### config.mk
export PLATFORM = sky130hd
export DESIGN_NAME = fir_out_formatter
export DESIGN_NICKNAME = d
export VERILOG_FILES = /design/src/rtl/fir_pkg.sv /design/src/rtl/fir_sample_fifo.sv /design/src/rtl/fir_out_formatter.sv
export SDC_FILE = /design/constraint.sdc
export NUM_CORES = 1
export LEC_CHECK = 0
export BUFFER_PORTS_ARGS = -buffer_cell sky130_fd_sc_hd__buf_2
export CORE_MARGIN = 3
export CORE_UTILIZATION = 30
export DETAILED_ROUTE_END_ITERATION = 8
export GPL_ROUTABILITY_DRIVEN = 0
export MAX_ROUTING_LAYER = met4
export PLACE_DENSITY = 0.45
export RECOVER_POWER = 50
export SLEW_MARGIN = 15
export SYNTH_ARGS = -nofsm -noshare
export SYNTH_HDL_FRONTEND = slang
export SYNTH_SLANG_ARGS = --single-unit
### constraint.sdc
create_clock -name clk -period 2.6 [get_ports clk]
set_clock_uncertainty 0.2 [all_clocks]
set_input_delay 0 -clock clk [delete_from_list [all_inputs] [get_ports clk]]
set_output_delay 0 -clock clk [all_outputs]
set_load 0.02 [all_outputs]
### src/rtl/fir_pkg.sv
// Shared constants and sample types for the serial FIR and its output formatter.
package fir_pkg;
  localparam int DIN_W      = 29;
  localparam int OUT_W      = 12;
  localparam int FRAME_LEN  = 8;
  localparam int COEF_SHIFT = 11;
  localparam int OUT_MAX    = 2047;
  localparam int OUT_MIN    = -2048;

  typedef logic signed [DIN_W-1:0] fir_acc_t;
  typedef logic signed [OUT_W-1:0] fir_smp_t;
endpackage

### src/rtl/fir_sample_fifo.sv
// Synchronous show-ahead FIFO; head shows the oldest entry, or the last popped value when empty.
module fir_sample_fifo #(
  parameter int W     = 12,
  parameter int DEPTH = 4
) (
  input  logic                     clk,
  input  logic                     rst,
  input  logic                     push,
  input  logic [W-1:0]             push_data,
  input  logic                     pop,
  output logic [W-1:0]             head,
  output logic [$clog2(DEPTH):0]   level,
  output logic                     full,
  output logic                     empty
);
  localparam int AW = $clog2(DEPTH);
  localparam int LW = AW + 1;

  logic [W-1:0]  mem [DEPTH];
  logic [AW-1:0] wr_ptr;
  logic [AW-1:0] rd_ptr;
  logic [W-1:0]  last_q;
  logic          pop_ok;
  logic          push_ok;

  assign empty   = (level == '0);
  assign full    = (level == LW'(DEPTH));
  assign pop_ok  = pop && !empty;
  // A full FIFO still accepts a push when the head leaves on the same edge.
  assign push_ok = push && (!full || pop_ok);
  assign head    = empty ? last_q : mem[rd_ptr];

  always_ff @(posedge clk) begin
    if (push_ok) mem[wr_ptr] <= push_data;
  end

  always_ff @(posedge clk or posedge rst) begin
    if (rst) begin
      wr_ptr <= '0;
      rd_ptr <= '0;
      level  <= '0;
      last_q <= '0;
    end else begin
      if (push_ok) wr_ptr <= wr_ptr + 1'b1;
      if (pop_ok) begin
        rd_ptr <= rd_ptr + 1'b1;
        last_q <= mem[rd_ptr];
      end
      level <= level + LW'(push_ok) - LW'(pop_ok);
    end
  end
endmodule

### src/rtl/fir_out_formatter.sv
// Samples the FIR accumulator once per frame, rounds/scales/saturates it and queues
// the result for the serial-out stage with sticky clip and drop status.
module fir_out_formatter #(
  parameter int DIN_W        = fir_pkg::DIN_W,
  parameter int OUT_W        = fir_pkg::OUT_W,
  parameter int SHIFT        = fir_pkg::COEF_SHIFT,
  parameter int FRAME_LEN    = fir_pkg::FRAME_LEN,
  parameter int SAMPLE_PHASE = 3,
  parameter int DEPTH        = 4
) (
  input  logic                   clk,
  input  logic                   rst,
  input  logic [DIN_W-1:0]       din,
  output logic [OUT_W-1:0]       out_data,
  output logic                   out_valid,
  input  logic                   out_ready,
  output logic [$clog2(DEPTH):0] fifo_level,
  output logic                   sat_flag,
  output logic                   ovf_flag,
  input  logic                   clr_flags
);
  localparam int CNT_W = $clog2(FRAME_LEN);
  localparam logic signed [DIN_W:0] RND   = (DIN_W+1)'(2**(SHIFT-1));
  localparam logic signed [DIN_W:0] Q_MAX = (DIN_W+1)'(2**(OUT_W-1) - 1);
  localparam logic signed [DIN_W:0] Q_MIN = (DIN_W+1)'(-(2**(OUT_W-1)));

  logic [CNT_W-1:0]        frame_cnt;
  logic signed [DIN_W-1:0] cap_reg;
  logic                    cap_vld;
  logic signed [DIN_W:0]   rnd_sum;
  logic signed [DIN_W:0]   rnd_q;
  logic [OUT_W-1:0]        fmt_data;
  logic                    clip;
  logic                    fifo_full;
  logic                    fifo_empty;
  logic                    pop;

  always_ff @(posedge clk or posedge rst) begin
    if (rst) begin
      frame_cnt <= '0;
      cap_reg   <= '0;
      cap_vld   <= 1'b0;
    end else begin
      frame_cnt <= frame_cnt + 1'b1;
      cap_vld   <= (frame_cnt == CNT_W'(SAMPLE_PHASE));
      if (frame_cnt == CNT_W'(SAMPLE_PHASE)) cap_reg <= din;
    end
  end

  // One extra bit keeps the rounding add from wrapping at the positive rail.
  assign rnd_sum = {cap_reg[DIN_W-1], cap_reg} + RND;
  assign rnd_q   = rnd_sum >>> SHIFT;

  always_comb begin
    clip     = 1'b0;
    fmt_data = rnd_q[OUT_W-1:0];
    if (rnd_q > Q_MAX) begin
      clip     = 1'b1;
      fmt_data = {1'b0, {(OUT_W-1){1'b1}}};
    end else if (rnd_q < Q_MIN) begin
      clip     = 1'b1;
      fmt_data = {1'b1, {(OUT_W-1){1'b0}}};
    end
  end

  // Handshake: the head transfers on any edge where out_valid and out_ready are both high;
  // out_valid only reflects occupancy and never waits on out_ready.
  assign out_valid = !fifo_empty;
  assign pop       = out_valid && out_ready;

  // Set wins over a same-edge clear.
  always_ff @(posedge clk or posedge rst) begin
    if (rst) begin
      sat_flag <= 1'b0;
      ovf_flag <= 1'b0;
    end else begin
      sat_flag <= (sat_flag && !clr_flags) || (cap_vld && clip);
      ovf_flag <= (ovf_flag && !clr_flags) || (cap_vld && fifo_full && !pop);
    end
  end

  fir_sample_fifo #(
    .W     (OUT_W),
    .DEPTH (DEPTH)
  ) u_fifo (
    .clk       (clk),
    .rst       (rst),
    .push      (cap_vld),
    .push_data (fmt_data),
    .pop       (out_ready),
    .head      (out_data),
    .level     (fifo_level),
    .full      (fifo_full),
    .empty     (fifo_empty)
  );
endmodule

* Yosys cells after proc, flatten, opt, wreduce, memory -nomap -nowiden *
Memory sizes are Yosys's and may differ from the RTL's.
Cells that the tools add are included.
W data, S select, Z words.

storage, ports and cells
  flip-flop bits (word level) = 54
  memory bits (writable) = 48
  input port bits = 33
  output and inout port bits = 18
  logic and storage cells = 42
  memories kept = 1

cells by class
  add/subtract/negate cells = 6
  $lt $le $gt $ge = 2
  equal/unequal tests = 2
  mux-type cells = 7
  reductions and logical operators = 15

memories
  memory      words  width  rd ports  clocked after memory_dff  wr ports  RTL line               text
  u_fifo.mem  4      12     1         0                         1         fir_sample_fifo.sv:19  logic [W-1:0] mem [DEPTH];

operators with widths
  operator                  count
  $mux W12                  3
  $add A29 B12 Y30 const B  1
  $gt A19 B12 Y1 const B    1
  $lt A19 B12 Y1 const B    1
  $logic_and A1 B1 Y1       7
  $add A2 B1 Y2 const B     2
  $logic_not A1 Y1          4
  $mux W1                   4
  $add A3 B1 Y3             1
  $add A3 B1 Y3 const B     1
  $eq A3 B2 Y1 const B      1
  $eq A3 B3 Y1 const B      1
  $logic_not A3 Y1          1
  $logic_or A1 B1 Y1        3
  $sub A3 B1 Y3             1

* Logic depth before layout (Yosys ltp) *
Gate-level depths: netlist of run 1.

  depth after elaboration = 7
  gate-level depth with buffers = 12
  depth with buffers taken out = 9

* Cells and area by module *
A second synthesis of run 1 with hierarchy kept.

second synthesis, totals
  cells, all modules = 285
  area, all modules = 4240.3 um^2

by module, submodules not included
  module             instances  cells an instance  area an instance (um^2)  seq. area each (um^2)
  fir_sample_fifo    1          138                2771.4                   1916.8
  fir_out_formatter  1          147                1468.9                   625.6

* Least setup slack after synthesis of run 1 *
OpenSTA, ideal clock, no wires.

  path type = reg-to-reg
  start = reg u_fifo.level[1]
  end = reg u_fifo.level[2]
  setup time = 130 ps
  arrival = 2723 ps
  required time = 2270 ps
  slack = -453 ps
  cell stages (with the launch flop) = 13
  buffers on the path = 3
  clock period less this slack = 3053 ps
  path through = dfrtp_1 -> or3_1 -> clkbuf_1 -> and2_1 -> clkbuf_1 -> buf_1 -> ha_1 -> inv_1 -> ha_1 -> inv_1 -> fa_1 -> xnor2_1 -> xnor2_1

between the ends
  cells in the longest elaborated chain, start to end = 7
  elaborated cells between the ends (all ways) = 9
  those cells by class = add/sub: 2; eq/ne: 1; reduce/logical: 6

RTL lines
  item                      RTL line                 text
  start: declaration        fir_sample_fifo.sv:12    output logic [$clog2(DEPTH):0] level,
  start signal: assignment  fir_sample_fifo.sv:49    level <= level + LW'(push_ok) - LW'(pop_ok);
  $logic_not A3 Y1 (*)      fir_sample_fifo.sv:26    assign empty = (level == '0);
  $logic_not A1 Y1 (*)      -
  $logic_and A1 B1 Y1 (*)   -
  net pop                   fir_out_formatter.sv:36  logic pop;
  $logic_or A1 B1 Y1        fir_sample_fifo.sv:30    assign push_ok = push && (!full || pop_ok);
  $logic_and A1 B1 Y1       fir_sample_fifo.sv:30
  $add A3 B1 Y3             fir_sample_fifo.sv:49
  $sub A3 B1 Y3 (*)         fir_sample_fifo.sv:49

Mark *: on every way through the listed nets, which the timed path passes. The rest lies on a longest branch.
A chain may end at the register's enable or synchronous reset.

* Worst setup path in the final report of run 1 *
  start = reg cap_reg[14]
  end = mem u_fifo.mem[3][6] (data pin)

between the ends
  cells in the longest elaborated chain, start to end = 4
  elaborated cells between the ends (all ways) = 5
  those cells by class = add/sub: 1; order compare: 2; mux: 2

RTL lines
  item                      RTL line                 text
  start: declaration        fir_out_formatter.sv:28  logic signed [DIN_W-1:0] cap_reg;
  start signal: assignment  fir_out_formatter.sv:46  if (frame_cnt == CNT_W'(SAMPLE_PHASE)) cap_reg <= din;
  $add A29 B12 Y30 (*)      fir_out_formatter.sv:51  assign rnd_sum = {cap_reg[DIN_W-1], cap_reg} + RND;
  $lt A19 B12 Y1            fir_out_formatter.sv:60  end else if (rnd_q < Q_MIN) begin
  $mux W12                  fir_out_formatter.sv:60
  $mux W12 (*)              fir_out_formatter.sv:57  if (rnd_q > Q_MAX) begin
  net fmt_data[6]           fir_out_formatter.sv:32  logic [OUT_W-1:0] fmt_data;
  end: declaration          fir_sample_fifo.sv:19

Marks and branches as above.

==> results of run 1 <==
-- Yosys cell counts (all sizes together), types with 6 or more instances --
master   n  area [um2]
ha       9         113
nor4     8        50.1
nand3    8        45.0
buf      6        32.5
a21oi   10        50.1
dfrtp   44        1100
nor2     7        26.3
clkbuf   6        22.5
inv     16        60.1
and2     6        37.5
mux4    12         270
nand2   14        52.6
xor2     7        61.3
mux2    43         484
edfxtp  48        1440
xnor2    9        78.8
-- worst register-to-register path, stage by stage (launching register included) --
cell,delay (ps)
dfrtp_1,420
and4_1,320
nand4_1,110
buf_4,180
o31ai_1,190
o211ai_1,170
o31ai_2,320
buf_4,230
o21ai_2,90
-- stage by stage --
stage / setup WS (ps) / hold slack (ps)
2_1_floorplan: -117 / -106
3_3_place_gp: -210 / -215
3_5_place_dp: -233 / -215
4_1_cts: 0.278 / 175
5_1_grt: -52.4 / 194
6_report: 93.7 / 192
-- routing by layer --
metal	GRT usage, %	routed length, um	up-vias
met3	3.91	430	8
met2	18.4	4110	70
met4	3.93	116	0
li1	-	-	1268
met1	16.0	4110	1222
met5	-	0	-
-- path summary, 6_finish.rpt --
| check | endpoint | cells past startpoint | slack, ps | from |
|---|---|---|---|---|
| worst max-delay path | u_fifo.mem[3][6]$_DFFE_PP_ | 8 | 90 | cap_reg[14]$_DFFE_PP0P_ |
| worst min-delay path | sat_flag$_DFF_PP0_ | 3 | 190 | clr_flags |
| worst max register to register | u_fifo.mem[3][6]$_DFFE_PP_ | 8 | 90 | cap_reg[14]$_DFFE_PP0P_ |
| worst min register to register | frame_cnt[0]$_DFF_PP0_ | 1 | 230 | frame_cnt[0]$_DFF_PP0_ |
| max in group asynchronous | u_fifo.level[2]$_DFF_PP0_ | 5 | 410 | rst |
| min in group asynchronous | cap_reg[23]$_DFFE_PP0P_ | 4 | 610 | rst |
-- report_power, final --
group,total [mW],switching (mW),internal (mW)
Sequential,1.86,0.146,1.71
Clock,1.23,0.550,0.676
Combinational,1.38,0.687,0.689
Total,4.46,1.38,3.08
-- kinds of logic (layout without fill, tap and decap cells) --
| family | after synthesis | in the layout |
|---|---|---|
| buffers and inverters | 28 | 134 |
| and+or+nand+nor | 63 | 63 |
| muxes | 55 | 55 |
| xor gates and xnor gates | 16 | 16 |
| DFF | 92 | 92 |
| AOI/OAI and AO/OA | 24 | 24 |
| adders and majority gates | 10 | 10 |
-- final cells by class --
type	count	area (um2)	area share [%]
sequential	92	2540	46.0
multi-input combinational	168	1670	30.2
timing repair buffer	102	756	13.7
clock buffer	11	243	4.39
tap	176	220	3.98
inverter	16	60.1	1.09
clock inverter	5	37.5	0.679
-- layout by cell type, fill, tap and decap left out, types with 4 or more instances in the layout --
cell | netlist | routed
a21oi_2 | 0 | 9
and2_1 | 6 | 5
buf_12 | 0 | 4
buf_2 | 2 | 34
buf_4 | 0 | 29
clkbuf_1 | 6 | 8
clkbuf_16 | 0 | 9
clkbuf_2 | 0 | 4
dfrtp_1 | 44 | 43
dlygate4sd3_1 | 0 | 23
edfxtp_1 | 48 | 48
ha_1 | 9 | 7
inv_1 | 16 | 14
mux2_2 | 43 | 43
mux4_2 | 12 | 12
nand2_1 | 14 | 13
nand3_1 | 7 | 7
nor2_1 | 7 | 6
nor4_1 | 8 | 4
xnor2_1 | 9 | 8
xor2_1 | 7 | 7
-- timing repair --
item | 4_1_cts | 5_1_grt
gates resized for setup | 3 | 21
setup buffers | 1 | 2
cloned | 0 | 1
pin swaps | 1 | 6
endpoints found under the hold margin | 67 | 0
endpoints found under the setup margin | 44 | 44
hold buffers | 23 | 0
==> impl_results.md, run 1 <==
- Status: finished, final reports clean
- Area Overhead vs Synth: 31.9%
- Die W: 124 um
- Power Total: 4.46 mW
- Vias in the first global route: 2697
- DRT antenna net count: 0
- GRT Total Usage: 12.3%
- Post-route DRC: 0
- Final period util: 96.4%
- Die area: 15400 um2
- Synth Area in Compound Gates: 3.79%
- Post-DP HPWL: 6020 um
- Via Count: 2568
- Skew-Pair Late Insertion Delay: 350 ps
- CTS max path bufs: 2
- CP max-delay cell: dfrtp_1
- Share of async-settable or async-resettable flops after synthesis: 47.8%
- Critical path peak fanout: 6
- Worst vdd ir: 290 uV
- Setup TNS: 0 ps
- Endpoints failing setup: 0
- First-pass DRT Iterations: 4
- 1st-iter DRT viols: 129
- Number of enable flip-flop cells after synthesis: 48
- Register area share after synthesis: 60.6%
- Synth cell types: 43
- Largest family of logic cells by synthesized area: multiplexers
- Largest net degree at the start of global routing: 30
- Min Tclk post-route: 2510 ps
- Fillers: 1306
- Pwr per Cell Area: 806 nW/um2
- Ys flop type: edfxtp_1
- CP startpoint kind: register
- H-tree levels: 3
- Std cell rows: 42
- Clock transition at path regs: 60 ps
- Cell family with most CP delay: compound AO/OA/AOI/OAI gates
- WL/cell: 15.4 um
- Max FFs per register: 48
- Initial antenna violation count: 0
- Worst hold-check path type: input port to register
- Final Instance Count excl. Fillers: 570
- DP Area: 4910 um2
- Initial Utilization: 31.2%
- Avg Inst Size Synth: 14.6 um2
- Synth warn: 0
- Clock sink total: 92
- Final-report hold violation count: 0
- Endpoint class of the critical path: register
- Slew @ Worst Pin: 953 ps
- Cell chain of the critical path: and4_1 > nand4_1 > buf_4 > o31ai_1 > o211ai_1 > o31ai_2 > buf_4 > o21ai_2
- Post-Synth XOR/XNOR Area: 3.34%
- Vias per cell: 4.51
- Slew Viols, Final: 0
- Post-layout instance area: 5530 um2
- Core Util, Final: 41.1%
- #FFs+latches synth: 92
- Slew margin rel.: 36.5%
- Syn_nets: 331
- CP arrival: 2390 ps
- Worst path most repeated cell: buf_4
- Cell Area, Synth: 4190 um2
- Placed insts: 527
- Buf+Inv Stages, Crit Path: 2
- Synth Instances: 288
- Core Footprint: 13500 um2
- Max Fclk: 399 MHz
- Diodes inserted: 0
- Leak Pwr: 2.10 nW
- Root Driver: clkbuf_16
- Mux cell area share after synthesis: 18.0%
- Post-detailed-routing wire length: 8760 um
- Fin nets: 432
- Total grt overflow: 0
- TritonCTS clock tree: done
- Port bufs: 40
- First-pass GRT wire length: 14400 um
- Critical path class: register to register
- Post-synthesis simple-gate area fraction: 8.35%
- Die Ht: 124 um
- Largest stage delay on the critical path: 420 ps
- Max Cap Viol: 0
- Adder-Cell Fraction of Synth Area: 3.16%
- Layout cell share with drive strength beyond 1: 43.7%
- Crit path required time: 2480 ps
- I/O pins: 51
- Total CTS buffers: 9
(Power assumes the default switching activity.)
==> run 2, diff against run 1 <==
--- a/config.mk
+++ b/config.mk
@@ -5,13 +5,13 @@
 export SDC_FILE = /design/constraint.sdc
 export NUM_CORES = 1
 export LEC_CHECK = 0
-export BUFFER_PORTS_ARGS = -buffer_cell sky130_fd_sc_hd__buf_2
 export CORE_MARGIN = 3
 export CORE_UTILIZATION = 30
 export DETAILED_ROUTE_END_ITERATION = 8
+export DONT_BUFFER_PORTS = 1
 export GPL_ROUTABILITY_DRIVEN = 0
 export MAX_ROUTING_LAYER = met4
-export PLACE_DENSITY = 0.45
+export PLACE_DENSITY = 0.42
 export RECOVER_POWER = 50
 export SLEW_MARGIN = 15
 export SYNTH_ARGS = -nofsm -noshare
==> run 2 against run 1 <==
The run now ends with capacitance limit, slew limit left. Via count decreased by 3.3%. Combinational power shrank 9%. First-iteration DRC count shrank 17%. Utilization decreased by 0.77 points. Global-route usage decreased by 0.16 points. Die area unchanged. Flip-flop and latch count unchanged. Sequential power barely moved. Final cell count shrank 6.0%. Fmax fell by 3.6%. Critical path depth is 1 higher. Register-to-register slack worse by 90 ps. Critical endpoint is now u_fifo.mem[0][6]$_DFFE_PP_. Largest cell class unchanged. Highest routed layer unchanged.
==> impl_results.md, run 2 (same netlist as run 1, synthesis figures left out) <==
- Crit path required time: 2480 ps (about the same)
- Vias per cell: 4.63 (was 4.51)
- Max Fclk: 385 MHz (was 399 MHz)
- Hold path startpoint: clr_flags (unchanged)
- Die area: 15400 um2 (unchanged)
- R2R cell count: 9 (was 8)
- Max FFs per register: 48 (unchanged)
- Layout cell share with drive strength beyond 1: 40.6% (was 43.7%)
- First-pass GRT wire length: 14100 um (was 14400 um)
- Worst hold-check path type: input port to register (unchanged)
- Total grt overflow: 0 (unchanged)
- Hold path endpoint: sat_flag$_DFF_PP0_ (unchanged)
- Hold path cells: 2 (was 3)
- Critical path class: register to register (unchanged)
- Core Footprint: 13500 um2 (unchanged)
- Worst Setup SP: cap_reg[16]$_DFFE_PP0P_ (was cap_reg[14]$_DFFE_PP0P_)
- Fillers: 1322 (was 1306)
- Min Tclk post-route: 2600 ps (was 2510 ps)
- Pwr per Cell Area: 839 nW/um2 (was 806 nW/um2)
- Clock transition at path regs: 70 ps (was 60 ps)
- CP arrival: 2480 ps (was 2390 ps)
- CTS max path bufs: 2 (unchanged)
- Leak Pwr: 2.02 nW (was 2.10 nW)
- Post-DP HPWL: 5960 um (was 6020 um)
- Initial antenna violation count: 0 (unchanged)
- Via Count: 2482 (was 2568)
- Worst vdd ir: 320 uV (was 290 uV)
- Power Total: 4.55 mW (was 4.46 mW)
- DRT antenna net count: 0 (unchanged)
- Vias in the first global route: 2619 (was 2697)
- Final-report hold violation count: 0 (unchanged)
- Port bufs: 0 (was 40)
- Max Cap Viol: 1 (was 0)
- Die Ht: 124 um (unchanged)
- Violated checks: capacitance limit, slew limit
- First-pass DRT Iterations: 4 (unchanged)
- TritonCTS clock tree: done (unchanged)
- Die W: 124 um (unchanged)
- RSZ-0062 raised after global routing: yes
- Endpoint class of the critical path: register (unchanged)
- Std cell rows: 42 (unchanged)
- Slew @ Worst Pin: 1720 ps (was 953 ps)
- Skew-Pair Late Insertion Delay: 350 ps (about the same)
- WL/cell: 16.0 um (was 15.4 um)
- 1st-iter DRT viols: 107 (was 129)
- Slew margin rel.: -15.0% (was 36.5%)
- Initial Utilization: 31.2% (unchanged)
- Multi-input logic area: 1700 um2 (was 1670 um2)
- GRT Total Usage: 12.1% (was 12.3%)
- Most frequent cells in the layout: edfxtp_1, mux2_2, dfrtp_1 (unchanged)
- R2r startpoint: cap_reg[16]$_DFFE_PP0P_ (was cap_reg[14]$_DFFE_PP0P_)
- Crit Reg-Reg Endpoint: u_fifo.mem[0][6]$_DFFE_PP_ (was u_fifo.mem[3][6]$_DFFE_PP_)
- Critical path peak fanout: 7 (was 6)
- Reg area: 2540 um2 (unchanged)
- Fin nets: 398 (was 432)
- Endpoints failing setup: 0 (unchanged)
- H-tree levels: 3 (unchanged)
- Post-detailed-routing wire length: 8570 um (was 8760 um)
- Final period util: 100% (was 96.4%)
- Diodes inserted: 0 (unchanged)
- I/O pins: 51 (unchanged)
- Post-route DRC: 0 (unchanged)
- Worst reg-to-reg setup slack: 1 ps (was 90 ps)
- Clock sink total: 92 (unchanged)
- CP startpoint kind: register (unchanged)
- Slew Viols, Final: 45 (was 0)
- Total CTS buffers: 9 (unchanged)
- Most common cell after layout, fill and taps aside: edfxtp_1 (unchanged)
- Largest net degree at the start of global routing: 45 (was 30)
- Root Driver: clkbuf_16 (unchanged)
- Status: complete, but fails checks (was finished, final reports clean)
- Area Overhead vs Synth: 29.4% (was 31.9%)
- Hold Worst Slack: 128 ps (was 192 ps)
==> run 2: worst max-delay path by stage <==
| stage | end | slack, ps | depth (start not counted) |
|---|---|---|---|
| after floorplan | u_fifo.level[2]$_DFF_PP0_ | -120 | 12 |
| after global placement | u_fifo.mem[0][2]$_DFFE_PP_ | -150 | 7 |
| after detailed placement | u_fifo.mem[3][5]$_DFFE_PP_ | -240 | 6 |
| after CTS | u_fifo.mem[0][6]$_DFFE_PP_ | 10 | 8 |
| after global routing | u_fifo.mem[0][6]$_DFFE_PP_ | -130 | 9 |
| final | u_fifo.mem[0][6]$_DFFE_PP_ | 1 | 9 |
==> run 2: what timing repair did <==
item	in CTS	in global routing
resized for setup	15	20
gates cloned	1	0
hold buffers	22	0
setup endpoints to repair	44	46
endpoints found under the hold margin	79	0
setup buffers	3	4
pin swaps	8	5
==> run 2: per-layer routing <==
layer | share of wire [%] | vias up | GRT usage (%) | wire length (um)
met1 | 45 | 1231 | 14.4 | 3870
met2 | 49 | 39 | 19.4 | 4230
met3 | 4.0 | 8 | 4.34 | 344
met4 | 1.4 | 0 | 3.93 | 123
met5 | 0 | - | - | 0
li1 | - | 1204 | - | -
==> run 2: cell type report <==
class,instances,area share [%]
flip-flops and latches,92,46.9
multi-input cells,168,31.2
repair buffers,68,10.6
clock inverters,6,1.73
inverters,16,1.11
clock buffers,10,4.40
well taps,176,4.06
==> run 2: report_power, final <==
| group | total [mW] | switching (mW) | leakage (nW) | internal (mW) |
|---|---|---|---|---|
| Sequential | 1.85 | 0.143 | 0.953 | 1.71 |
| Combinational | 1.26 | 0.653 | 0.896 | 0.604 |
| Clock | 1.44 | 0.561 | 0.165 | 0.880 |
| Total | 4.55 | 1.36 | 2.02 | 3.20 |
==> run 2: critical path, stage by stage (launching register included) <==
cell,delay [ps]
dfrtp_1,370
buf_6,120
and3_4,200
nand4_1,250
o31ai_1,320
o211ai_1,180
o31ai_2,350
buf_6,190
buf_6,110
o21ai_4,50
==> run 2: per-stage QoR <==
step / util (%) / worst slack, ps / cells / area (um2) / setup TNS [ps]
after global placement: 35.0 / -145 / 493 / 4710 / -4880
after global routing: 40.3 / -127 / 536 / 5430 / -4460
after floorplan: - / -117 / 288 / 4260 / -157
after CTS: 39.6 / 10.6 / 532 / 5330 / 0
after detailed placement: 35.0 / -236 / 493 / 4710 / -9100
final: 40.3 / 1.24 / 536 / 5430 / 0
